[src/rtl/axi4_burst_master.sv]
// AXI4 burst master: converts single write/read burst commands into
// AW/W/B or AR/R channel sequences. One burst in flight at a time.
module axi4_burst_master #(
  parameter int DATA_WIDTH = 32,
  parameter int ADDR_WIDTH = 16
) (
  input  logic                  ACLK,
  input  logic                  ARESET,
  // command interface
  input  logic                  cmd_valid,
  output logic                  cmd_ready,
  input  logic                  cmd_write,
  input  logic [ADDR_WIDTH-1:0] cmd_addr,
  input  logic [7:0]            cmd_len,
  input  logic [2:0]            cmd_size,
  // write-data stream
  input  logic                  wd_valid,
  output logic                  wd_ready,
  input  logic [DATA_WIDTH-1:0] wd_data,
  // read-data stream
  output logic                  rd_valid,
  output logic [DATA_WIDTH-1:0] rd_data,
  output logic                  rd_last,
  // completion
  output logic                  done_valid,
  output logic [1:0]            done_resp,
  output logic                  done_err,
  // AXI write address
  output logic [ADDR_WIDTH-1:0] AWADDR,
  output logic [7:0]            AWLEN,
  output logic [2:0]            AWSIZE,
  output logic                  AWVALID,
  input  logic                  AWREADY,
  // AXI write data
  output logic [DATA_WIDTH-1:0] WDATA,
  output logic                  WLAST,
  output logic                  WVALID,
  input  logic                  WREADY,
  // AXI write response
  input  logic [1:0]            BRESP,
  input  logic                  BVALID,
  output logic                  BREADY,
  // AXI read address
  output logic [ADDR_WIDTH-1:0] ARADDR,
  output logic [7:0]            ARLEN,
  output logic [2:0]            ARSIZE,
  output logic                  ARVALID,
  input  logic                  ARREADY,
  // AXI read data
  input  logic [DATA_WIDTH-1:0] RDATA,
  input  logic [1:0]            RRESP,
  input  logic                  RLAST,
  input  logic                  RVALID,
  output logic                  RREADY
);

  // Largest legal beat size: one full data word.
  localparam int         LANE_BITS = $clog2(DATA_WIDTH / 8);
  localparam logic [2:0] MAX_SIZE  = 3'(LANE_BITS);

  typedef enum logic [2:0] {
    S_IDLE, S_AW, S_W, S_B, S_AR, S_R, S_REJ
  } state_t;

  state_t                state_q, state_d;
  logic [ADDR_WIDTH-1:0] addr_q, addr_d;
  logic [7:0]            len_q, len_d;
  logic [2:0]            size_q, size_d;
  logic [7:0]            beat_q, beat_d;
  logic [1:0]            resp_q, resp_d;
  logic                  err_q, err_d;
  logic                  done_valid_q, done_valid_d;
  logic [1:0]            done_resp_q, done_resp_d;
  logic                  done_err_q, done_err_d;

  logic                  beat_last;
  logic [1:0]            rresp_next;
  logic                  rerr_next;

  // Final beat is detected before the counter increments, so len=255 never wraps early.
  assign beat_last = (beat_q == len_q);

  // Worst error response seen so far in the read burst, including the current beat.
  assign rresp_next = (RRESP[1] && (RRESP > resp_q)) ? RRESP : resp_q;
  assign rerr_next  = err_q | (RLAST != beat_last);

  assign cmd_ready  = (state_q == S_IDLE);

  assign AWADDR     = addr_q;
  assign AWLEN      = len_q;
  assign AWSIZE     = size_q;
  assign AWVALID    = (state_q == S_AW);

  assign WVALID     = (state_q == S_W) & wd_valid;
  assign WDATA      = wd_data;
  assign WLAST      = (state_q == S_W) & beat_last;
  assign wd_ready   = (state_q == S_W) & WREADY;

  assign BREADY     = (state_q == S_B);

  assign ARADDR     = addr_q;
  assign ARLEN      = len_q;
  assign ARSIZE     = size_q;
  assign ARVALID    = (state_q == S_AR);

  assign RREADY     = (state_q == S_R);
  assign rd_valid   = (state_q == S_R) & RVALID;
  assign rd_data    = RDATA;
  assign rd_last    = (state_q == S_R) & beat_last;

  assign done_valid = done_valid_q;
  assign done_resp  = done_resp_q;
  assign done_err   = done_err_q;

  // State and burst context registers; reset abandons any burst in progress.
  always_ff @(posedge ACLK or posedge ARESET) begin
    if (ARESET) begin
      state_q      <= S_IDLE;
      addr_q       <= '0;
      len_q        <= '0;
      size_q       <= '0;
      beat_q       <= '0;
      resp_q       <= '0;
      err_q        <= 1'b0;
      done_valid_q <= 1'b0;
      done_resp_q  <= '0;
      done_err_q   <= 1'b0;
    end else begin
      state_q      <= state_d;
      addr_q       <= addr_d;
      len_q        <= len_d;
      size_q       <= size_d;
      beat_q       <= beat_d;
      resp_q       <= resp_d;
      err_q        <= err_d;
      done_valid_q <= done_valid_d;
      done_resp_q  <= done_resp_d;
      done_err_q   <= done_err_d;
    end
  end

  // Next-state logic: command capture, channel sequencing and completion reporting.
  always_comb begin
    state_d      = state_q;
    addr_d       = addr_q;
    len_d        = len_q;
    size_d       = size_q;
    beat_d       = beat_q;
    resp_d       = resp_q;
    err_d        = err_q;
    done_valid_d = 1'b0;
    done_resp_d  = done_resp_q;
    done_err_d   = done_err_q;
    unique case (state_q)
      S_IDLE: begin
        if (cmd_valid) begin
          addr_d = cmd_addr;
          len_d  = cmd_len;
          size_d = cmd_size;
          beat_d = '0;
          resp_d = 2'b00;
          err_d  = 1'b0;
          if (cmd_size > MAX_SIZE) begin
            // Oversized beat: report SLVERR without touching the bus.
            state_d      = S_REJ;
            done_valid_d = 1'b1;
            done_resp_d  = 2'b10;
            done_err_d   = 1'b0;
          end else begin
            state_d = cmd_write ? S_AW : S_AR;
          end
        end
      end
      S_REJ: state_d = S_IDLE;
      S_AW: begin
        if (AWREADY) state_d = S_W;
      end
      S_W: begin
        if (wd_valid && WREADY) begin
          beat_d = beat_q + 8'd1;
          if (beat_last) state_d = S_B;
        end
      end
      S_B: begin
        if (BVALID) begin
          done_valid_d = 1'b1;
          done_resp_d  = BRESP;
          done_err_d   = 1'b0;
          state_d      = S_IDLE;
        end
      end
      S_AR: begin
        if (ARREADY) state_d = S_R;
      end
      S_R: begin
        if (RVALID) begin
          beat_d = beat_q + 8'd1;
          resp_d = rresp_next;
          err_d  = rerr_next;
          if (beat_last) begin
            done_valid_d = 1'b1;
            done_resp_d  = rresp_next;
            done_err_d   = rerr_next;
            state_d      = S_IDLE;
          end
        end
      end
      default: state_d = S_IDLE;
    endcase
  end

endmodule

[config.mk]
export PLATFORM = sky130hd
export DESIGN_NAME = axi4_burst_master
export DESIGN_NICKNAME = d
export VERILOG_FILES = /design/src/rtl/axi4_burst_master.sv
export SDC_FILE = /design/constraint.sdc
export NUM_CORES = 1
export LEC_CHECK = 0
export BUFFER_PORTS_ARGS = -buffer_cell sky130_fd_sc_hd__buf_2
export CAP_MARGIN = 5
export CORE_AREA = 2 2 94 96
export DETAILED_ROUTE_END_ITERATION = 10
export DIE_AREA = 0 0 96 98
export HOLD_SLACK_MARGIN = 0.08
export PLACE_DENSITY_LB_ADDON = 0.15
export SLEW_MARGIN = 15
export SYNTH_ARGS = -nofsm -noshare
export SYNTH_HDL_FRONTEND = slang
export SYNTH_SLANG_ARGS = --single-unit
export TNS_END_PERCENT = 50
[constraint.sdc]
create_clock -name ACLK -period 2.6 [get_ports ACLK]
set_clock_uncertainty 0.2 [all_clocks]
set_input_delay 0.26 -clock ACLK [delete_from_list [all_inputs] [get_ports ACLK]]
set_output_delay 0.26 -clock ACLK [all_outputs]
set_load 0.02 [all_outputs]
==> flow_metrics.tcl <==
set metrics [dict create \
    status "complete, no violations" \
    track_usage_pct 14.8 \
    max_stage_delay_ns 0.47 \
    port-buffer-count 109 \
    cp.arrival_ns 1.92 \
    synthTopCellsByCount "nand2_1, buf_4, dfrtp_1" \
    detailed_place.area_mm2 0.00303 \
    stdcell_count 510 \
    synthCells 351 \
    core_mm2 0.00847 \
    path_class "flop to output pin" \
    antenna_found_initial 0 \
    final_nets 511 \
    drive_gt1_share_pct 34.3 \
    grt_overflow 0 \
    clock-sinks 45 \
    die-area_mm2 0.00941 \
    startpoint_type "flop" \
    synthToLayoutAreaGrowth_pct 12.5 \
    maxCapViolations 0 \
    p_per_area_mw_per_mm2 1080 \
    synth.yosys.warnings 0 \
    p_total_mw 3.69 \
    synth_top_cell_by_area "dfrtp_1" \
    initial_core_util_pct 36.1 \
    peakVddDrop_v 0.000439 \
    critPathBufInv 1 \
    ioPinCount 238 \
    timing.setup.tns_ns 0 \
    die_w_um 96 \
    setup_viol 0 \
    clk_path_buf_depth 2 \
    path_cells "xor2_1 > nor4_2 > nand2_1 > nor2_1 > buf_2" \
    gp_congestion 0.720 \
    path_max_fanout 7 \
    synth_area_leaders "dfrtp_1, buf_4, nand2_1" \
    async_flop_share_pct 100 \
    fillers 905 \
    slowest_stage "dfrtp_1" \
    cts-root-buf "clkbuf_8" \
    die_y_um 98 \
    firstDrtPassIters 5 \
    rows 34 \
    vias 2370 \
    synth_top_area_share_pct 36.9 \
    via_per_inst 4.65 \
    period_share_pct 91.6 \
    drcViolationCount 0 \
    netSwitchingFraction_pct 47.9 \
    ant_nets 0 \
    final_util_pct 40.6 \
    ys_ff_latch 45 \
    place_inst 472 \
    end_kind "output pin" \
    grt_pass1_wl_um 11000 \
    grt_pass1_vias 2256 \
    drt_wl_total_um 7020 \
    syn-num-nets 461 \
    p_sw_mw 1.77 \
    worst_pin_slew_ns 0.583 \
    rsz0062_at_grt "false" \
    comb_power_share_pct 53.3 \
    pwr-share-clk_pct 12.9 \
    internal_power_mw 1.93 \
    post_drt_wl_per_cell_um 13.8 \
    ys_dominant_reg_cell "dfrtp_1" \
    numCtsBuffers 5 \
    ys_types 51 \
    syn-cell-area_mm2 0.00305 \
    cp.required_ns 2.14 \
    p_seq_share_pct 33.8 \
    grt_max_degree 46 \
    cts_tree "yes" \
    cts_resized 0 \
    fin_crit_ns 2.38 \
    cp_top_family "simple AND/OR/NAND/NOR gates" \
    synth-edff-count 0 \
    yosysSeqAreaShare_pct 36.9 \
    cts_max_level 2 \
    num_antenna_cells 0 \
    final-hold-violation-count 0 \
    dp_hpwl_um 5070 \
    max_freq_mhz 420 \
    drtIter0Drc 39 \
    slew_viol_final 0 \
    leakagePower_nw 1.83 \
    avgSynthCellArea_um2 8.70 \
    synth.most_common_cell "nand2_1" \
    hp-class "primary input to flop" \
    relSlewSlack_pct 61.1 \
    insertion_delay_ns 0.30 \
    cts.clk_slew.worst_paths_ns 0.09 \
    fin_area_mm2 0.00343 \
]
==> flip-flops by register name (all words and copies together) (netlist names) <==
name        count
ARADDR         16
ARLEN           8
beat_q          8
ARSIZE          3
state_q         3
done_resp       2
resp_q          2
done_err        1
done_valid      1
err_q           1
==> worst register-to-register path, cell delays in order (launching register included) <==
cell and delay [ns]:
dfrtp_1 0.47, xor2_1 0.18, nor4_2 0.34, nand2_1 0.27, a31o_1 0.29, a22o_1 0.23
==> path summary, 6_finish.rpt <==
| kind | from | endpoint | slack [ns] | cells after the start |
|---|---|---|---|---|
| setup / recovery | ARLEN[5] | rd_last | 0.22 | 5 |
| max in group asynchronous | ARESET | beat_q[5] | 1.35 | 4 |
| hold / removal | BRESP[0] | done_resp[0] | 0.11 | 3 |
| hold reg to reg | resp_q[1] | resp_q[1] | 0.28 | 2 |
| min in group asynchronous | ARESET | ARADDR[8] | 0.44 | 4 |
| setup reg to reg | ARLEN[5] | state_q[0] | 0.52 | 5 |
==> cell type report <==
cell class / instances / area [um2] / share of cell area (%)
repair buffers: 145 / 891 / 25.9
clock buffers: 6 / 82.6 / 2.40
flip-flops and latches: 45 / 1130 / 32.8
well taps: 108 / 135 / 3.93
clock inverters: 2 / 17.5 / 0.510
inverters: 12 / 47.5 / 1.38
multi-input cells: 192 / 1130 / 33.0
==> power by group through the flow <==
stage,registers [mW],clock network (mW),logic (mW)
after floorplan,1.46,0,1.50
after global placement,1.26,0,1.95
after detailed placement,1.27,0,1.95
after CTS,1.26,0.501,2.00
after global routing,1.30,0.531,2.15
final,1.25,0.476,1.97
==> timing repair <==
item	CTS	global route
endpoints found under the hold margin	74	0
hold buffers	30	0
buffers inserted	0	0
==> through the flow <==
stage | hold slack [ns] | setup WS (ns)
floorplan | 0.165 | 0.510
global placement | 0.250 | 0.494
detailed placement | 0.248 | 0.485
CTS | 0.0997 | 0.177
global route | 0.124 | 0.0220
finish | 0.106 | 0.217
==> metal layers <==
layer	GRT usage [%]	up-vias	wire length, um
li1	-	1138	-
met1	18.0	1114	2920
met2	24.8	104	3540
met3	4.09	14	462
met4	4.95	0	91
met5	0	-	0
==> cells by family after synthesis <==
kind of cell	count (synthesis)	share of synthesized area (%)
adder cells (fa/ha/maj)	4	1.64
XOR/XNOR	14	4.01
AND/OR/NAND/NOR	137	20.9
buffers and inverters	114	26.0
multiplexers	4	1.43
flip-flops	45	36.9
AO/OA/AOI/OAI	33	9.14
==> cells in the final DEF, fill, tap and decap left out, drive strengths merged, types with 3 or more instances in the layout <==
cell type	Yosys	final
nor4	3	3
nand2	97	97
ha	4	4
nand2b	3	3
nand3	3	3
clkbuf	5	6
dlygate4sd3	0	30
nor2	13	13
inv	12	13
xnor2	6	6
mux2	3	3
buf	97	115
a22o	4	4
and2	3	3
dfrtp	45	45
o21ai	4	4
xor2	8	8
a21oi	5	5
nand3b	3	3
nor3	3	3
a31oi	4	4
(Power assumes the default switching activity.)
